==> src/rtl/multi_debouncer.sv <==
`default_nettype none
// ============================================================================
// Module      : multi_debouncer
// Description : Multi-channel switch/button debouncer. Each channel passes
//               through a two-flop synchroniser. A new level is accepted
//               only after it has been stable for STABLE cycles. The block
//               debounces both press and release, and emits one-cycle
//               rise/fall pulses.
// Revision    : 1.0 - initial release
// ============================================================================
module multi_debouncer #(
  parameter int              CH         = 4,
  parameter int              STABLE     = 10,
  parameter int              CNT_W      = 4,
  parameter logic [CH-1:0]   ACTIVE_LOW = {CH{1'b0}}
) (
  input  logic          clk,
  input  logic          rst,
  input  logic [CH-1:0] noisy,
  output logic [CH-1:0] debounced,
  output logic [CH-1:0] rise,
  output logic [CH-1:0] fall
);

  // Terminal count: the last disagreeing sample before a level is accepted.
  localparam logic [CNT_W-1:0] c_last_cnt = CNT_W'(STABLE - 1);

  // Reject configurations where the counter cannot reach STABLE-1.
  if (STABLE < 1 || (2 ** CNT_W) < STABLE) begin : g_param_check
    $error("multi_debouncer: need STABLE >= 1 and 2**CNT_W >= STABLE");
  end

  for (genvar i = 0; i < CH; i++) begin : g_ch
    logic             sync1_q;
    logic             sync2_q;
    logic             db_q;
    logic             db_d;
    logic             rise_q;
    logic             rise_d;
    logic             fall_q;
    logic             fall_d;
    logic [CNT_W-1:0] cnt_q;
    logic [CNT_W-1:0] cnt_d;

    // Next state. Any sample that agrees with the accepted level clears the
    // partial count, so a glitch shorter than STABLE never reaches the output.
    always_comb begin
      db_d   = db_q;
      cnt_d  = '0;
      rise_d = 1'b0;
      fall_d = 1'b0;
      if (sync2_q != db_q) begin
        if (cnt_q == c_last_cnt) begin
          db_d   = sync2_q;
          rise_d = sync2_q;
          fall_d = ~sync2_q;
        end else begin
          cnt_d = cnt_q + CNT_W'(1);
        end
      end
    end

    // Synchroniser, counter, accepted level and edge pulses. Polarity is
    // corrected before the first flop, so idle-high inputs look idle-low.
    always_ff @(posedge clk) begin
      if (rst) begin
        sync1_q <= 1'b0;
        sync2_q <= 1'b0;
        cnt_q   <= '0;
        db_q    <= 1'b0;
        rise_q  <= 1'b0;
        fall_q  <= 1'b0;
      end else begin
        sync1_q <= noisy[i] ^ ACTIVE_LOW[i];
        sync2_q <= sync1_q;
        cnt_q   <= cnt_d;
        db_q    <= db_d;
        rise_q  <= rise_d;
        fall_q  <= fall_d;
      end
    end

    assign debounced[i] = db_q;
    assign rise[i]      = rise_q;
    assign fall[i]      = fall_q;
  end

endmodule
`default_nettype wire

==> config.mk <==
export PLATFORM = sky130hd
export DESIGN_NAME = multi_debouncer
export DESIGN_NICKNAME = d
export VERILOG_FILES = /design/src/rtl/multi_debouncer.sv
export SDC_FILE = /design/constraint.sdc
export NUM_CORES = 1
export LEC_CHECK = 0
export CAP_MARGIN = 20
export CORE_MARGIN = 5
export CORE_UTILIZATION = 44
export DETAILED_ROUTE_END_ITERATION = 10
export GPL_TIMING_DRIVEN = 0
export PLACE_DENSITY_LB_ADDON = 0.08
export SLEW_MARGIN = 10
export SYNTH_ARGS = -nofsm -noshare
export SYNTH_HDL_FRONTEND = slang
export SYNTH_SLANG_ARGS = --single-unit
export TNS_END_PERCENT = 20
==> constraint.sdc <==
create_clock -name clk -period 0.93 [get_ports clk]
set_input_delay 0.093 -clock clk [delete_from_list [all_inputs] [get_ports clk]]
set_output_delay 0.093 -clock clk [all_outputs]
set_load 0.005 [all_outputs]
After elaboration in Yosys (flattened, before gate mapping)

Index checks and enable logic that the tools add are counted.

Reduce and logical (&&, ||, !) cells: 12
Equal/unequal tests: 8
$add $sub $neg: 4
Bitwise operators: 12

Operators with widths:

| kind                  | number |
|---|---|
| $reduce_or A3 Y1      | 8 |
| $add A4 B1 Y4 const B | 4 |
| $eq A4 B4 Y1 const B  | 4 |
| $not A1 Y1            | 12 |
| $reduce_and A2 Y1     | 4 |
| $ne A1 B1 Y1          | 4 |

Input port bits: 6
Output and inout port bits: 12
Register bits after elaboration: 36

Depth between registers and ports, before layout

Depth after elaboration: 3
Depth in mapped cells: 5

Least setup slack after synthesis

Ideal clock, no wire load.

Kind: register to register
Start point: reg g_ch[1].cnt_q[1]
End point: reg g_ch[1].db_q
Buffers on the path: 0
Clock period less this slack: 0.992 ns
Stages on the path, launching flop included: 6
Arrival time: 0.874 ns
Setup time: 0.117 ns
Path slack: -0.062 ns
Cell sequence: dfxtp_1 -> inv_1 -> ha_1 -> nand3b_4 -> mux2i_1 -> nor2_1

Longest elaborated chain between the ends: 2

Ends and longest elaborated chain:

| element                     | line | text |
|---|---|---|
| from (decl)                 | 42   | `logic [CNT_W-1:0] cnt_q;` |
| from (signal assigned)      | 76   | `cnt_q <= cnt_d;` |
| $eq A4 B4 Y1                | 53   | `if (cnt_q == c_last_cnt) begin` |
| $reduce_and A2 Y1 (no line) | --   |  |
| to (signal assigned)        | 70   | `db_q <= 1'b0;` |
| to (signal assigned)        | 77   | `db_q <= db_d;` |
| to (decl)                   | 36   | `logic db_q;` |

No other way between the ends.
A chain may end at the register's enable or synchronous reset.

Worst setup path in the final report

Start point: reg g_ch[3].cnt_q[1]
End point: reg g_ch[3].db_q

Longest elaborated chain between the ends: 2

Ends and longest elaborated chain:

| element                     | line |
|---|---|
| from (decl)                 | 42 |
| from (signal assigned)      | 76 |
| $eq A4 B4 Y1                | 53 |
| $reduce_and A2 Y1 (no line) | -- |
| to (signal assigned)        | 70 |
| to (signal assigned)        | 77 |
| to (decl)                   | 36 |

No other way between the ends.

==> impl_metrics.env <==
export IMPL_start_util_pct=46.14
export IMPL_fp_row_count=20
export IMPL_wl_per_cell_um=11.25
export IMPL_firstDrtPassIters=4
export IMPL_syn_num_nets=141
export IMPL_fin_area_um2=1886
export IMPL_arrival_ps=1210
export IMPL_viasPerCell=4.560
export IMPL_drt_antenna_violating_nets=0
export IMPL_ioPinCount=18
export IMPL_die_area_um2=4464
export IMPL_synth_edf_count=0
export IMPL_numCtsBuffers=5
export IMPL_clockRootBuffer="clkbuf_4"
export IMPL_antenna_found_initial=0
export IMPL_seq_area_frac_synth_pct=50.75
export IMPL_synth_top_area_share_pct=50.75
export IMPL_max_slew_margin_pct=83.97
export IMPL_placed_cells=188
export IMPL_critPathRequiredTime_ps=1140
export IMPL_endpoint_kind="register"
export IMPL_min_path_type="in2reg"
export IMPL_path_max_fanout=4
export IMPL_final_util_pct=61.26
export IMPL_netlist_instances=127
export IMPL_dpl_cell_area_um2=1700
export IMPL_drc=0
export IMPL_synthTopCellsByCount="dfxtp_1, nor2_1, buf_4"
export IMPL_synth_area_um2=1420
export IMPL_drv_slew=0
export IMPL_setup_viol=26
export IMPL_cpPeakStageDelay_ps=350
export IMPL_final_layout_size_suffix_gt1_share_pct=46.79
export IMPL_clkLatencyLatePin_ps=320
export IMPL_fin_crit_sh_pct=107.6
export IMPL_synth_flop_cell="dfxtp_1"
export IMPL_insertedDiodeCount=0
export IMPL_stdcell_count=200
export IMPL_grt_max_degree=11
export IMPL_leakagePower_nw=0.9026
export IMPL_ir_drop_mv=0.7596
export IMPL_start_kind="register"
export IMPL_area_delta_synth_final_pct=32.78
export IMPL_yosys_warnings=0
export IMPL_routed_wl_um=2249
export IMPL_die_h_um=66.81
export IMPL_cts_hold_buf=0
export IMPL_grt_overflow=0
export IMPL_worst_path_max_delay_cell="dfxtp_2"
export IMPL_vias=912
export IMPL_fin_skew_ps=2.676
export IMPL_p_switching_mw=0.5204
export IMPL_post_synth_top_count_cell="dfxtp_1"
export IMPL_violations="setup timing"
export IMPL_sw_frac_of_total_pct=20.86
export IMPL_clkTransAtPathRegs_ps=100
export IMPL_hold_viol_final=0
export IMPL_synth_seq_cells=36
export IMPL_crit_buf_inv=1
export IMPL_combPwrFrac_pct=3.7
export IMPL_synth_avg_cell_area_um2=11.18
export IMPL_die_x_um=66.81
export IMPL_outcome="finished, violations left"
export IMPL_period_minus_slack_ps=1000
export IMPL_drtIter0Drc=17
export IMPL_internal_power_mw=1.975
export IMPL_synth_top_cell_by_area="dfxtp_1"
export IMPL_dp_hpwl_um=1561
export IMPL_clkSinkCount=36
export IMPL_fin_nets=169
export IMPL_drv_cap=0
export IMPL_crit_chain="inv_2 -> ha_4 -> nand3b_4 -> mux2i_1 -> nor2_1"
export IMPL_max_freq_mhz=999.5
export IMPL_grt_setup_unrepaired="true"
export IMPL_power_frac_clock_pct=33.4
export IMPL_layout_setup_ws_ps=-70.47
export IMPL_netlist_top_cells_area="dfxtp_1, ha_1, buf_4, nand3b_4, nor2_1"
export IMPL_ys_types=14
export IMPL_place_gp_congestion=0.6722
export IMPL_async_flop_share_pct=0
export IMPL_core_area_um2=3078
export IMPL_finalPower_mw=2.495
export IMPL_grt_first_pass_wirelength_um=3995
export IMPL_p_per_area_nw_per_um2=1323
export IMPL_grt_pass1_vias=970
export IMPL_seqPwrFrac_pct=62.9
export IMPL_cts_tree="built"
export IMPL_path_class="reg2reg"
export IMPL_tightest_slew_ps=237.1
export IMPL_cts_htree_levels=2
export IMPL_track_usage_pct=12.01
export IMPL_clockBufferDepth=2
export IMPL_numPortBuffers=17
export IMPL_crit_family="flip-flops"
[repair_timing]
item | 4_1_cts | 5_1_grt
endpoints found under the setup margin | 40 | 36
gates resized for setup | 79 | 6
pin swaps | 10 | 3
buffers inserted | 8 | 0
[per-layer routing]
metal / GRT usage [%] / vias up / part of all wire (%) / wire length, µm
met5: 0 / - / 0 / 0
met4: 5.330 / 0 / 1.9 / 42
met3: 4.384 / 5 / 4.3 / 97
met2: 22.52 / 16 / 53 / 1197
met1: 11.53 / 436 / 40 / 910
li1: - / 455 / - / -
[layout by cell type, fill, tap and decap left out]
cell and instances:
nand3_2 4, clkdlybuf4s50_1 5, buf_4 9, dfxtp_2 7
xor2_2 4, nand3_1 4, buf_6 15, dfxtp_4 5
xor2_1 4, nor4b_1 4, dfxtp_1 24, nor2_2 1
nor2_1 19, buf_2 6, clkbuf_8 1, nor2b_1 8
xnor2_1 4, nand3b_4 4, mux2i_1 4, clkbuf_4 5
ha_4 4, inv_1 1, nor4b_2 4, ha_1 4
inv_2 4, clkbuf_1 2
[state kept, by name, summed over array words and instances (netlist names)]
register      cells
g_ch.cnt_q       16
g_ch.db_q         4
g_ch.fall_q       4
g_ch.rise_q       4
g_ch.sync1_q      4
g_ch.sync2_q      4
[cell families after synthesis]
group                      share of synthesized area, %
muxes                                             2.819
xor gates and xnor gates                          7.401
DFF                                               50.75
buffers and inverters                             8.370
and+or+nand+nor                                   23.61
adders and majority gates                         7.049
[power groups by stage]
stage | Clock (mW) | Sequential, mW | Combinational (mW)
4_1_cts | 0.865 | 1.57 | 0.0933
3_3_place_gp | 0 | 1.61 | 0.0837
2_1_floorplan | 0 | 1.61 | 0.0534
6_report | 0.832 | 1.57 | 0.0928
5_1_grt | 0.940 | 1.57 | 0.103
3_5_place_dp | 0 | 1.61 | 0.0882
[area by class of cell]
type	count	area, µm²
Clock buffer	8	58.81
Inverter	5	18.77
Sequential cell	36	748.2
Tap cell	44	55.05
Buffer	10	85.08
Fill cell	266	1192
Multi-Input combinational cell	72	688.2
Timing Repair Buffer	25	231.5
[through the flow]
step / hold slack, ps / TNS (ps) / worst slack, ps
2_1_floorplan: 221.2 / -21.16 / -5.797
3_3_place_gp: 420.1 / -5099 / -230.8
3_5_place_dp: 435.6 / -5719 / -224.3
4_1_cts: 305.9 / -1102 / -68.05
5_1_grt: 295.1 / -2729 / -123.5
6_report: 315.0 / -702.5 / -70.47
[path summary, 6_finish.rpt]
path	startpoint	endpoint	slack [ps]	cells past startpoint
worst min-delay path	noisy[0]	g_ch[0].sync1_q	320	2
worst min register to register	g_ch[0].cnt_q[0]	g_ch[0].cnt_q[0]	450	1
worst max-delay path	g_ch[3].cnt_q[1]	g_ch[3].db_q	-70	5
worst max register to register	g_ch[3].cnt_q[1]	g_ch[3].db_q	-70	5
Note: power is estimated with default switching activity, not from simulation.
